===== src/rtl/fpga_board_ctrl.sv =====
// -----------------------------------------------------------------------------
// fpga_board_ctrl
//
// Board-level glue between raw FPGA pins and the SoC:
//   - two-flop synchronisers for every button pin and the UART RX pin
//   - per-button debouncer producing a clean active-high level plus a
//     one-cycle press pulse
//   - SoC reset stretcher (HOLD/RUN FSM); an optional button re-enters HOLD
//   - LED driver: heartbeat on LED0 while the SoC is held in reset, SoC LEDs
//     while it runs; pin polarity selected by parameter
//
// Ports
//   clk             system clock
//   rst_n           asynchronous active-low reset
//   buttons_i       raw button pins (asynchronous)
//   uart_rx_i       raw UART RX pin (asynchronous)
//   uart_rx_o       synchronised UART RX towards the SoC
//   soc_rst_n       registered active-low SoC reset
//   buttons_o       debounced button levels, 1 = pressed
//   button_press_o  one-cycle pulse when a debounced level rises
//   soc_leds_i      SoC LED requests, 1 = lit
//   led_o           registered LED pins, polarity per LED_ACTIVE_LOW
// -----------------------------------------------------------------------------
module fpga_board_ctrl #(
  parameter int NUM_BUTTONS       = 2,
  parameter int LEDS_WIDTH        = 6,
  parameter int DEBOUNCE_CYCLES   = 250000,
  parameter int RESET_HOLD_CYCLES = 1024,
  parameter int HEARTBEAT_CYCLES  = 12500000,
  parameter int BUTTON_ACTIVE_LOW = 1,
  parameter int LED_ACTIVE_LOW    = 1,
  parameter int SOFT_RST_EN       = 1,
  parameter int SOFT_RST_BUTTON   = 0
) (
  input  logic                   clk,
  input  logic                   rst_n,
  input  logic [NUM_BUTTONS-1:0] buttons_i,
  input  logic                   uart_rx_i,
  output logic                   uart_rx_o,
  output logic                   soc_rst_n,
  output logic [NUM_BUTTONS-1:0] buttons_o,
  output logic [NUM_BUTTONS-1:0] button_press_o,
  input  logic [LEDS_WIDTH-1:0]  soc_leds_i,
  output logic [LEDS_WIDTH-1:0]  led_o
);

  // Parameter range checks at elaboration time
  if (NUM_BUTTONS < 1) begin : g_err_nb
    $error("NUM_BUTTONS must be >= 1");
  end
  if (LEDS_WIDTH < 1) begin : g_err_lw
    $error("LEDS_WIDTH must be >= 1");
  end
  if (DEBOUNCE_CYCLES < 2) begin : g_err_db
    $error("DEBOUNCE_CYCLES must be >= 2");
  end
  if (RESET_HOLD_CYCLES < 1) begin : g_err_rh
    $error("RESET_HOLD_CYCLES must be >= 1");
  end
  if (HEARTBEAT_CYCLES < 1) begin : g_err_hb
    $error("HEARTBEAT_CYCLES must be >= 1");
  end
  if ((BUTTON_ACTIVE_LOW != 0) && (BUTTON_ACTIVE_LOW != 1)) begin : g_err_bal
    $error("BUTTON_ACTIVE_LOW must be 0 or 1");
  end
  if ((LED_ACTIVE_LOW != 0) && (LED_ACTIVE_LOW != 1)) begin : g_err_lal
    $error("LED_ACTIVE_LOW must be 0 or 1");
  end
  if ((SOFT_RST_EN != 0) && (SOFT_RST_EN != 1)) begin : g_err_sre
    $error("SOFT_RST_EN must be 0 or 1");
  end
  if ((SOFT_RST_BUTTON < 0) || (SOFT_RST_BUTTON >= NUM_BUTTONS)) begin : g_err_srb
    $error("SOFT_RST_BUTTON must be < NUM_BUTTONS");
  end

  localparam int DB_W   = $clog2(DEBOUNCE_CYCLES + 1);
  localparam int HOLD_W = $clog2(RESET_HOLD_CYCLES + 1);
  localparam int HB_W   = $clog2(HEARTBEAT_CYCLES + 1);

  localparam logic [DB_W-1:0]   DB_LAST   = DB_W'(DEBOUNCE_CYCLES - 1);
  localparam logic [DB_W-1:0]   DB_ONE    = DB_W'(1);
  localparam logic [HOLD_W-1:0] HOLD_LAST = HOLD_W'(RESET_HOLD_CYCLES - 1);
  localparam logic [HOLD_W-1:0] HOLD_ONE  = HOLD_W'(1);
  localparam logic [HB_W-1:0]   HB_LAST   = HB_W'(HEARTBEAT_CYCLES - 1);
  localparam logic [HB_W-1:0]   HB_ONE    = HB_W'(1);

  // Pin level of a released button; XOR with it turns pin level into "pressed"
  localparam logic [NUM_BUTTONS-1:0] BTN_IDLE =
    (BUTTON_ACTIVE_LOW != 0) ? {NUM_BUTTONS{1'b1}} : {NUM_BUTTONS{1'b0}};
  // Pin level of an unlit LED; XOR with it turns "lit" into pin level
  localparam logic [LEDS_WIDTH-1:0] LED_OFF =
    (LED_ACTIVE_LOW != 0) ? {LEDS_WIDTH{1'b1}} : {LEDS_WIDTH{1'b0}};

  typedef enum logic [0:0] {
    ST_HOLD = 1'b0,
    ST_RUN  = 1'b1
  } state_t;

  logic [NUM_BUTTONS-1:0] btn_meta_r;
  logic [NUM_BUTTONS-1:0] btn_sync_r;
  logic                   rx_meta_r;
  logic                   rx_sync_r;
  logic [NUM_BUTTONS-1:0] btn_level_s;
  logic [DB_W-1:0]        db_cnt_r [NUM_BUTTONS];
  state_t                 state_r;
  state_t                 state_s;
  logic [HOLD_W-1:0]      hold_cnt_r;
  logic [HOLD_W-1:0]      hold_cnt_s;
  logic                   soft_press_s;
  logic [HB_W-1:0]        hb_cnt_r;
  logic                   hb_r;
  logic [LEDS_WIDTH-1:0]  led_lit_s;

  // Two-flop synchronisers; reset to the idle pin levels
  always_ff @(posedge clk or negedge rst_n) begin
    if (!rst_n) begin
      btn_meta_r <= BTN_IDLE;
      btn_sync_r <= BTN_IDLE;
      rx_meta_r  <= 1'b1;
      rx_sync_r  <= 1'b1;
    end else begin
      btn_meta_r <= buttons_i;
      btn_sync_r <= btn_meta_r;
      rx_meta_r  <= uart_rx_i;
      rx_sync_r  <= rx_meta_r;
    end
  end

  assign uart_rx_o   = rx_sync_r;
  assign btn_level_s = btn_sync_r ^ BTN_IDLE;

  // Debouncers: a level differing from the accepted one must persist for
  // DEBOUNCE_CYCLES consecutive edges; press pulses only on acceptance of a 1
  always_ff @(posedge clk or negedge rst_n) begin
    if (!rst_n) begin
      buttons_o      <= {NUM_BUTTONS{1'b0}};
      button_press_o <= {NUM_BUTTONS{1'b0}};
      for (int i = 0; i < NUM_BUTTONS; i++) begin
        db_cnt_r[i] <= {DB_W{1'b0}};
      end
    end else begin
      for (int i = 0; i < NUM_BUTTONS; i++) begin
        button_press_o[i] <= 1'b0;
        if (btn_level_s[i] == buttons_o[i]) begin
          db_cnt_r[i] <= {DB_W{1'b0}};
        end else if (db_cnt_r[i] == DB_LAST) begin
          buttons_o[i]      <= btn_level_s[i];
          button_press_o[i] <= btn_level_s[i];
          db_cnt_r[i]       <= {DB_W{1'b0}};
        end else begin
          db_cnt_r[i] <= db_cnt_r[i] + DB_ONE;
        end
      end
    end
  end

  assign soft_press_s = (SOFT_RST_EN != 0) && button_press_o[SOFT_RST_BUTTON];

  // Reset FSM next state; a soft-reset press always restarts the hold window
  always_comb begin
    state_s    = state_r;
    hold_cnt_s = hold_cnt_r;
    case (state_r)
      ST_HOLD: begin
        if (soft_press_s) begin
          hold_cnt_s = {HOLD_W{1'b0}};
        end else if (hold_cnt_r == HOLD_LAST) begin
          state_s    = ST_RUN;
          hold_cnt_s = {HOLD_W{1'b0}};
        end else begin
          hold_cnt_s = hold_cnt_r + HOLD_ONE;
        end
      end
      ST_RUN: begin
        if (soft_press_s) begin
          state_s    = ST_HOLD;
          hold_cnt_s = {HOLD_W{1'b0}};
        end else begin
          state_s    = ST_RUN;
        end
      end
      default: begin
        state_s    = ST_HOLD;
        hold_cnt_s = {HOLD_W{1'b0}};
      end
    endcase
  end

  // Reset FSM state register; soc_rst_n is registered from the next state
  always_ff @(posedge clk or negedge rst_n) begin
    if (!rst_n) begin
      state_r    <= ST_HOLD;
      hold_cnt_r <= {HOLD_W{1'b0}};
      soc_rst_n  <= 1'b0;
    end else begin
      state_r    <= state_s;
      hold_cnt_r <= hold_cnt_s;
      soc_rst_n  <= (state_s == ST_RUN);
    end
  end

  // Free-running heartbeat: hb toggles every HEARTBEAT_CYCLES edges
  always_ff @(posedge clk or negedge rst_n) begin
    if (!rst_n) begin
      hb_cnt_r <= {HB_W{1'b0}};
      hb_r     <= 1'b0;
    end else if (hb_cnt_r == HB_LAST) begin
      hb_cnt_r <= {HB_W{1'b0}};
      hb_r     <= ~hb_r;
    end else begin
      hb_cnt_r <= hb_cnt_r + HB_ONE;
    end
  end

  // LED pattern in "lit" terms: heartbeat on LED0 while held, SoC LEDs in RUN
  always_comb begin
    led_lit_s = {LEDS_WIDTH{1'b0}};
    if (state_r == ST_RUN) begin
      led_lit_s = soc_leds_i;
    end else begin
      led_lit_s[0] = hb_r;
    end
  end

  // LED pin register with polarity applied
  always_ff @(posedge clk or negedge rst_n) begin
    if (!rst_n) begin
      led_o <= LED_OFF;
    end else begin
      led_o <= led_lit_s ^ LED_OFF;
    end
  end

endmodule


===== config.mk =====
export PLATFORM = sky130hd
export DESIGN_NAME = fpga_board_ctrl
export DESIGN_NICKNAME = d
export VERILOG_FILES = /design/src/rtl/fpga_board_ctrl.sv
export SDC_FILE = /design/constraint.sdc
export NUM_CORES = 1
export LEC_CHECK = 0
export BUFFER_PORTS_ARGS = -buffer_cell sky130_fd_sc_hd__buf_4
export CAP_MARGIN = 5
export CORE_MARGIN = 10
export CORE_UTILIZATION = 60
export CTS_CLUSTER_SIZE = 12
export DETAILED_ROUTE_END_ITERATION = 6
export GPL_ROUTABILITY_DRIVEN = 0
export MAX_ROUTING_LAYER = met4
export PLACE_DENSITY = 0.79
export REMOVE_ABC_BUFFERS = 1
export SETUP_SLACK_MARGIN = 0.3
export SYNTH_ARGS = -nofsm -noshare
export SYNTH_HDL_FRONTEND = slang
export SYNTH_SLANG_ARGS = --single-unit

===== constraint.sdc =====
create_clock -name clk -period 4.3 [get_ports clk]
set_clock_uncertainty 0.15 [all_clocks]
set_input_delay 0 -clock clk [delete_from_list [all_inputs] [get_ports clk]]
set_output_delay 0 -clock clk [all_outputs]
set_load 0.005 [all_outputs]

==> impl_metrics.csv, run 1 <==
group,metric,value,unit
critical_path,worst_path_max_delay_cell,"nor3_2",
critical_path,cp_data_required_time,4350,ps
layout,n_fill_cell,501,
global_routing,first_global_vias,3005,
layout,multiInputGateArea,1860,um^2
routing,vias_per_cell,5.93,
sta,tightest_slew,1130,ps
synth,ys_seq_area_share,53.3,%
die,dieWidth,104,um
routing,routed_wl,8230,um
synth,yosys.area_share.simple,25.3,%
placement,io_buffers,22,
clock_network,htree_levels,3,
critical_path,cp_cell_sequence,"ha_1 -> and4_1 -> nand4_1 -> nor3_2 -> xor2_1",
clock_network,post_cts.repair.setup_buffers,0,
critical_path,cpPeakStageDelay,820,ps
placement,hpwl,5430,um
pwr,p_leak,1.99,nW
synth,ys_ff_latch,89,
die,die-area,10800,um^2
critical_path,cp-end-kind,"register",
pwr,powerDensity,319,nW/um^2
synth,synth-compound-area-share,7.77,%
layout,area_growth,12.4,%
routing,vias,3148,
synth,synth_edf_count,0,
die,die_h,104,um
clock_network,cts_buffers,9,
critical_path,critPathMaxFanout,14,
clock_network,clock_path_buffers,2,
clock_network,clock-sinks,89,
run_status,status,"complete, no violations",
die,start_util,61.9,%
routing,first_pass_iters,4,
synth,ys_types,51,
clock_network,cts_tree,"done",
sta,clock.fmax,408,MHz
sta,slew_violations,0,
synth,synthXorXnorAreaFrac,9.17,%
job,cap_violations,0,
layout,seq_area,2240,um^2
sta,slew_headroom,24.4,%
clock_network,clock_latency,370,ps
synth,netlist_instances,400,
min_path,min_path_type,"input port to register",
global_routing,grt_max_degree,90,
synth,synthAdderAreaFrac,1.19,%
pwr,vdd_ir_drop_max,0.000178,V
critical_path,critPathKind,"register to register",
synth,synth_top_family_by_area,"simple AND/OR/NAND/NOR gates",
die,num_rows,30,
synth,synth.area.mux_share,0.714,%
layout,drive_above_1_share,14.7,%
die,core,6790,um^2
layout,post-route-util,69.6,%
synth,synth_top_flop_cell,"dfrtp_1",
synth,async_flop_share,100,%
die,ios,23,
sta,fin_setup_tns,0,ps
synth,yosysWarnings,0,
sta,fin_crit_sh,57.0,%
global_routing,antenna_found_initial,0,
global_routing,gr-total-overflow,0,
critical_path,critical_path_arrival,2500,ps
layout,insertedDiodeCount,0,
synth,netlist_area,4200,um^2
layout,nets,445,
sta,rsz0062_at_grt,"no",
sta,fin_crit,2450,ps
sta,setup_viol,0,
synth,avgSynthCellArea,10.5,um^2
global_routing,grt_use_total,16.1,%
clock_network,path_clk_slew,90,ps
layout,fin_area,4730,um^2
sta,holdWs,137,ps
routing,route.detailed.drc,0,
critical_path,start_kind,"register",
routing,drtAntennaViolNets,0,
sta,hold_violations,0,
routing,wire_per_inst,15.5,um
placement,post_dp_cell_area,4410,um^2
routing,drtIter0Drc,207,
clock_network,clock-root-buffer,"clkbuf_8",
global_routing,grt_pass1_wl,14300,um
[layout by cell type, fill, tap and decap left out, types with 11 or more instances in the layout]
cell / instances
dfrtp_1: 77
nand4_1: 22
dfstp_2: 12
nand2_1: 24
a21oi_1: 15
xor2_1: 23
nand3_1: 27
xnor2_1: 21
buf_4: 22
nor3_1: 11
nor2_1: 44
[logic make-up (layout without fill, tap and decap cells)]
logic type      count (synthesis)  after routing
compound gates                 48             48
xor+xnor                       44             44
fa+ha+maj                       4              4
simple gates                  191            191
flops                          89             89
mux                             3              3
buf+inv                        21             56
[cell type report]
class                   instances  share of cell area, %
flip-flops and latches         89                   47.4
multi-input cells             290                   39.3
repair buffers                 32                   5.61
clock buffers                  10                   2.91
well taps                      96                   2.54
clock inverters                 6                   1.59
inverters                       8                  0.635
[critical path: cells and delay by family (launching register included)]
kind	cells	cell delay, ps
XOR/XNOR	1	130
adder cells (fa/ha/maj)	1	230
flip-flops	1	410
AND/OR/NAND/NOR	3	1360
[cell usage after synthesis (2+ instances only)]
master | n | area, um^2
nor4_1 | 8 | 50.1
nor2_1 | 44 | 165
and3_1 | 8 | 50.1
and2_1 | 2 | 12.5
o21ai_0 | 10 | 50.1
clkbuf_1 | 3 | 11.3
or3_1 | 6 | 37.5
ha_1 | 4 | 50.1
nand3_1 | 27 | 135
a21oi_1 | 15 | 75.1
nor2b_1 | 4 | 25.0
mux2i_1 | 3 | 30.0
nand2_1 | 24 | 90.1
nand4_1 | 22 | 138
xor2_1 | 23 | 201
nor4b_1 | 2 | 17.5
inv_1 | 8 | 30.0
a31o_2 | 2 | 17.5
or4_1 | 8 | 60.1
a22o_1 | 4 | 35.0
dfrtp_1 | 77 | 1930
dfstp_2 | 12 | 315
or2_2 | 2 | 12.5
buf_2 | 5 | 25.0
nor3_1 | 11 | 55.1
buf_4 | 3 | 22.5
o31ai_1 | 8 | 60.1
and4_1 | 10 | 87.6
a21o_1 | 2 | 15.0
nand3b_1 | 2 | 15.0
xnor2_1 | 21 | 184
[power by group]
part / leakage, nW / switching [mW] / total (mW) / internal [mW]
Sequential: 1.17 / 0.00707 / 0.853 / 0.846
Combinational: 0.714 / 0.0273 / 0.0453 / 0.0180
Clock: 0.105 / 0.316 / 0.609 / 0.293
[sequential cells by signal, summed over array words and instances, names as in the netlist]
register,flops
btn_meta_r,2
hold_cnt_r,11
button_press_o,2
btn_sync_r,2
state_r,1
db_cnt_r,36
buttons_o,2
hb_cnt_r,24
uart_rx_o,1
hb_r,1
rx_meta_r,1
led_o,6
[metal layers]
layer | vias up | global-route usage [%] | wire length [um]
met4 | 0 | 7.26 | 174
met3 | 13 | 2.85 | 322
met1 | 1555 | 20.6 | 3780
met2 | 74 | 24.4 | 3960
met5 | - | - | 0
li1 | 1506 | - | -
[through the flow]
step                setup slack (ps)  power (mW)  std cells
global placement                1980       0.907        505
finish                          1850        1.51        531
floorplan                       2310       0.880        387
detailed placement              1870       0.909        505
CTS                             1880        1.52        531
global route                    1600        1.57        531
[worst paths after layout]
path,startpoint,end,slack (ps),cells after the start
max,hb_cnt_r[0],hb_r,1850,5
min,buttons_i[0],btn_meta_r[0],140,2
max reg2reg,hb_cnt_r[0],hb_r,1850,5
min reg2reg,btn_meta_r[0],btn_sync_r[0],210,0
max in group asynchronous,rst_n,db_cnt_r[8],3090,2
min in group asynchronous,rst_n,hold_cnt_r[8],220,2
[repair_timing]
action,in CTS,in global routing
resized for setup,0,0
hold endpoints to repair,86,0
hold buffers,10,0
(Power assumes the default switching activity.)
==> run 2, diff against run 1 <==
==> constraint.sdc (replaced) <==
create_clock -name clk -period 2.5 [get_ports clk]
set_clock_uncertainty 0.15 [all_clocks]
set_input_delay 0 -clock clk [delete_from_list [all_inputs] [get_ports clk]]
set_output_delay 0 -clock clk [all_outputs]
set_load 0.005 [all_outputs]
==> impl_metrics.csv, run 2 (same netlist as run 1, synthesis figures left out) <==
group,metric,value,unit
die,core,6790,um^2
sta,setup_viol,0,
sta,fin_crit_sh,81.2,%
layout,top_register,"db_cnt_r",
layout,drive_above_1_share,15.7,%
routing,vias_per_cell,5.81,
die,die-area,10800,um^2
critical_path,cpPeakStageDelay,550,ps
pwr,p_leak,2.01,nW
layout,layout_common_cells,"77 x dfrtp_1, 44 x nor2_1, 27 x nand3_1",
clock_network,clock_path_buffers,2,
layout,multiInputGateArea,1860,um^2
layout,largest_register_ffs,36,
pwr,powerDensity,540,nW/um^2
placement,placed_cells,510,
clock_network,clock_latency,360,ps
clock_network,post_cts_resized,0,
critical_path,critPathMaxFanout,11,
clock_network,clock-sinks,89,
layout,insertedDiodeCount,0,
die,ios,23,
routing,route.detailed.drc,0,
critical_path,cp-end-kind,"register",
routing,drtIter0Drc,112,
clock_network,htree_levels,3,
critical_path,critical_path_arrival,2110,ps
critical_path,setup.worst_path.start,"db_cnt_r[5]",
layout,layout_commonest_cell,"dfrtp_1",
global_routing,gr-total-overflow,0,
layout,post-route-util,70.2,%
critical_path,rr_worst_depth,5,
global_routing,first_global_vias,2935,
routing,first_pass_iters,4,
sta,rsz0062_at_grt,"no",
sta,clock.fmax,493,MHz
routing,drtAntennaViolNets,0,
critical_path,cp_cell_sequence,"nor4b_2 -> nand2_1 -> o41ai_4 -> buf_4 -> a21oi_1",
global_routing,grt_use_total,15.9,%
global_routing,antenna_found_initial,0,
sta,fin_crit,2030,ps
pwr,vdd_ir_drop_max,0.000318,V
critical_path,r2r-start,"db_cnt_r[5]",
sta,tightest_slew,705,ps
clock_network,cts_tree,"done",
clock_network,cts_buffers,9,
layout,n_fill_cell,523,
routing,vias,3115,
layout,final_cells,536,
clock_network,cts_hold_repair.buffers,10,
routing,wire_per_inst,15.3,um
clock_network,clock-root-buffer,"clkbuf_8",
job,cap_violations,0,
global_routing,grt_max_degree,90,
critical_path,start_kind,"register",
clock_network,post_cts.repair.setup_buffers,0,
run_status,status,"complete, no violations",
critical_path,worst_path_max_delay_cell,"o41ai_4",
layout,nets,450,
placement,io_buffers,22,
die,die_h,104,um
min_path,min_path_type,"input port to asynchronous set/reset pin",
layout,seq_area,2240,um^2
placement,hpwl,5570,um
critical_path,cp_data_required_time,2580,ps
sta,slew_headroom,52.6,%
layout,reg.largest.list,"db_cnt_r (36), hb_cnt_r (24), hold_cnt_r (11)",
clock_network,path_clk_slew,90,ps
die,start_util,61.9,%
critical_path,critPathKind,"register to register",
global_routing,grt_pass1_wl,14200,um
die,num_rows,30,
sta,slew_violations,0,
layout,area_growth,13.4,%
sta,fin_setup_tns,0,ps
die,dieWidth,104,um
routing,routed_wl,8200,um
sta,hold_violations,0,
[run 2: cell types whose count changed in the layout (fill, tap and decap cells not counted), sizes merged]
cell  previous run  this run
buf             22        27
[run 2: routing by layer]
layer	GRT usage, %	share of wire (%)	vias to the layer above
met4	6.66	1.7	0
met2	24.1	48	66
li1	-	-	1527
met5	-	0	-
met3	2.42	2.8	14
met1	20.8	48	1508
[run 2: cell type report]
| cell class | instances | share of cell area, % |
|---|---|---|
| clock buffers | 10 | 2.89 |
| clock inverters | 6 | 1.36 |
| inverters | 8 | 0.630 |
| multi-input cells | 290 | 39.0 |
| flip-flops and latches | 89 | 47.0 |
| well taps | 96 | 2.52 |
| repair buffers | 37 | 6.61 |
[run 2: path summary, 6_finish.rpt]
check	slack, ps	endpoint
worst min register to register	200	btn_sync_r[1]
max in group asynchronous	1760	btn_meta_r[1]
min in group clk	140	btn_meta_r[0]
worst max-delay path	470	db_cnt_r[17]
worst min-delay path	60	state_r
worst max register to register	470	db_cnt_r[17]
[run 2: critical path, delay by kind of cell (launching register included)]
family / cells / cell delay [ps]
compound gates: 2 / 600
flops: 1 / 480
simple gates: 2 / 410
buf+inv: 1 / 270
[run 2: power breakdown]
group	switching [mW]	leakage, nW	total (mW)	internal (mW)
Sequential	0.0130	1.17	1.47	1.46
Combinational	0.0484	0.743	0.0859	0.0375
Clock	0.527	0.103	1.02	0.493
Total	0.589	2.01	2.58	1.99
[run 2: per-stage QoR]
stage | hold slack (ps) | setup WS, ps | area, um^2 | power [mW]
2_1_floorplan | -446 | 508 | 4130 | 1.51
3_3_place_gp | -77.3 | 524 | 4460 | 1.57
3_5_place_dp | -74.4 | 492 | 4460 | 1.57
4_1_cts | 83.0 | 460 | 4770 | 2.59
5_1_grt | 124 | 319 | 4770 | 2.66
6_report | 58.3 | 470 | 4770 | 2.58
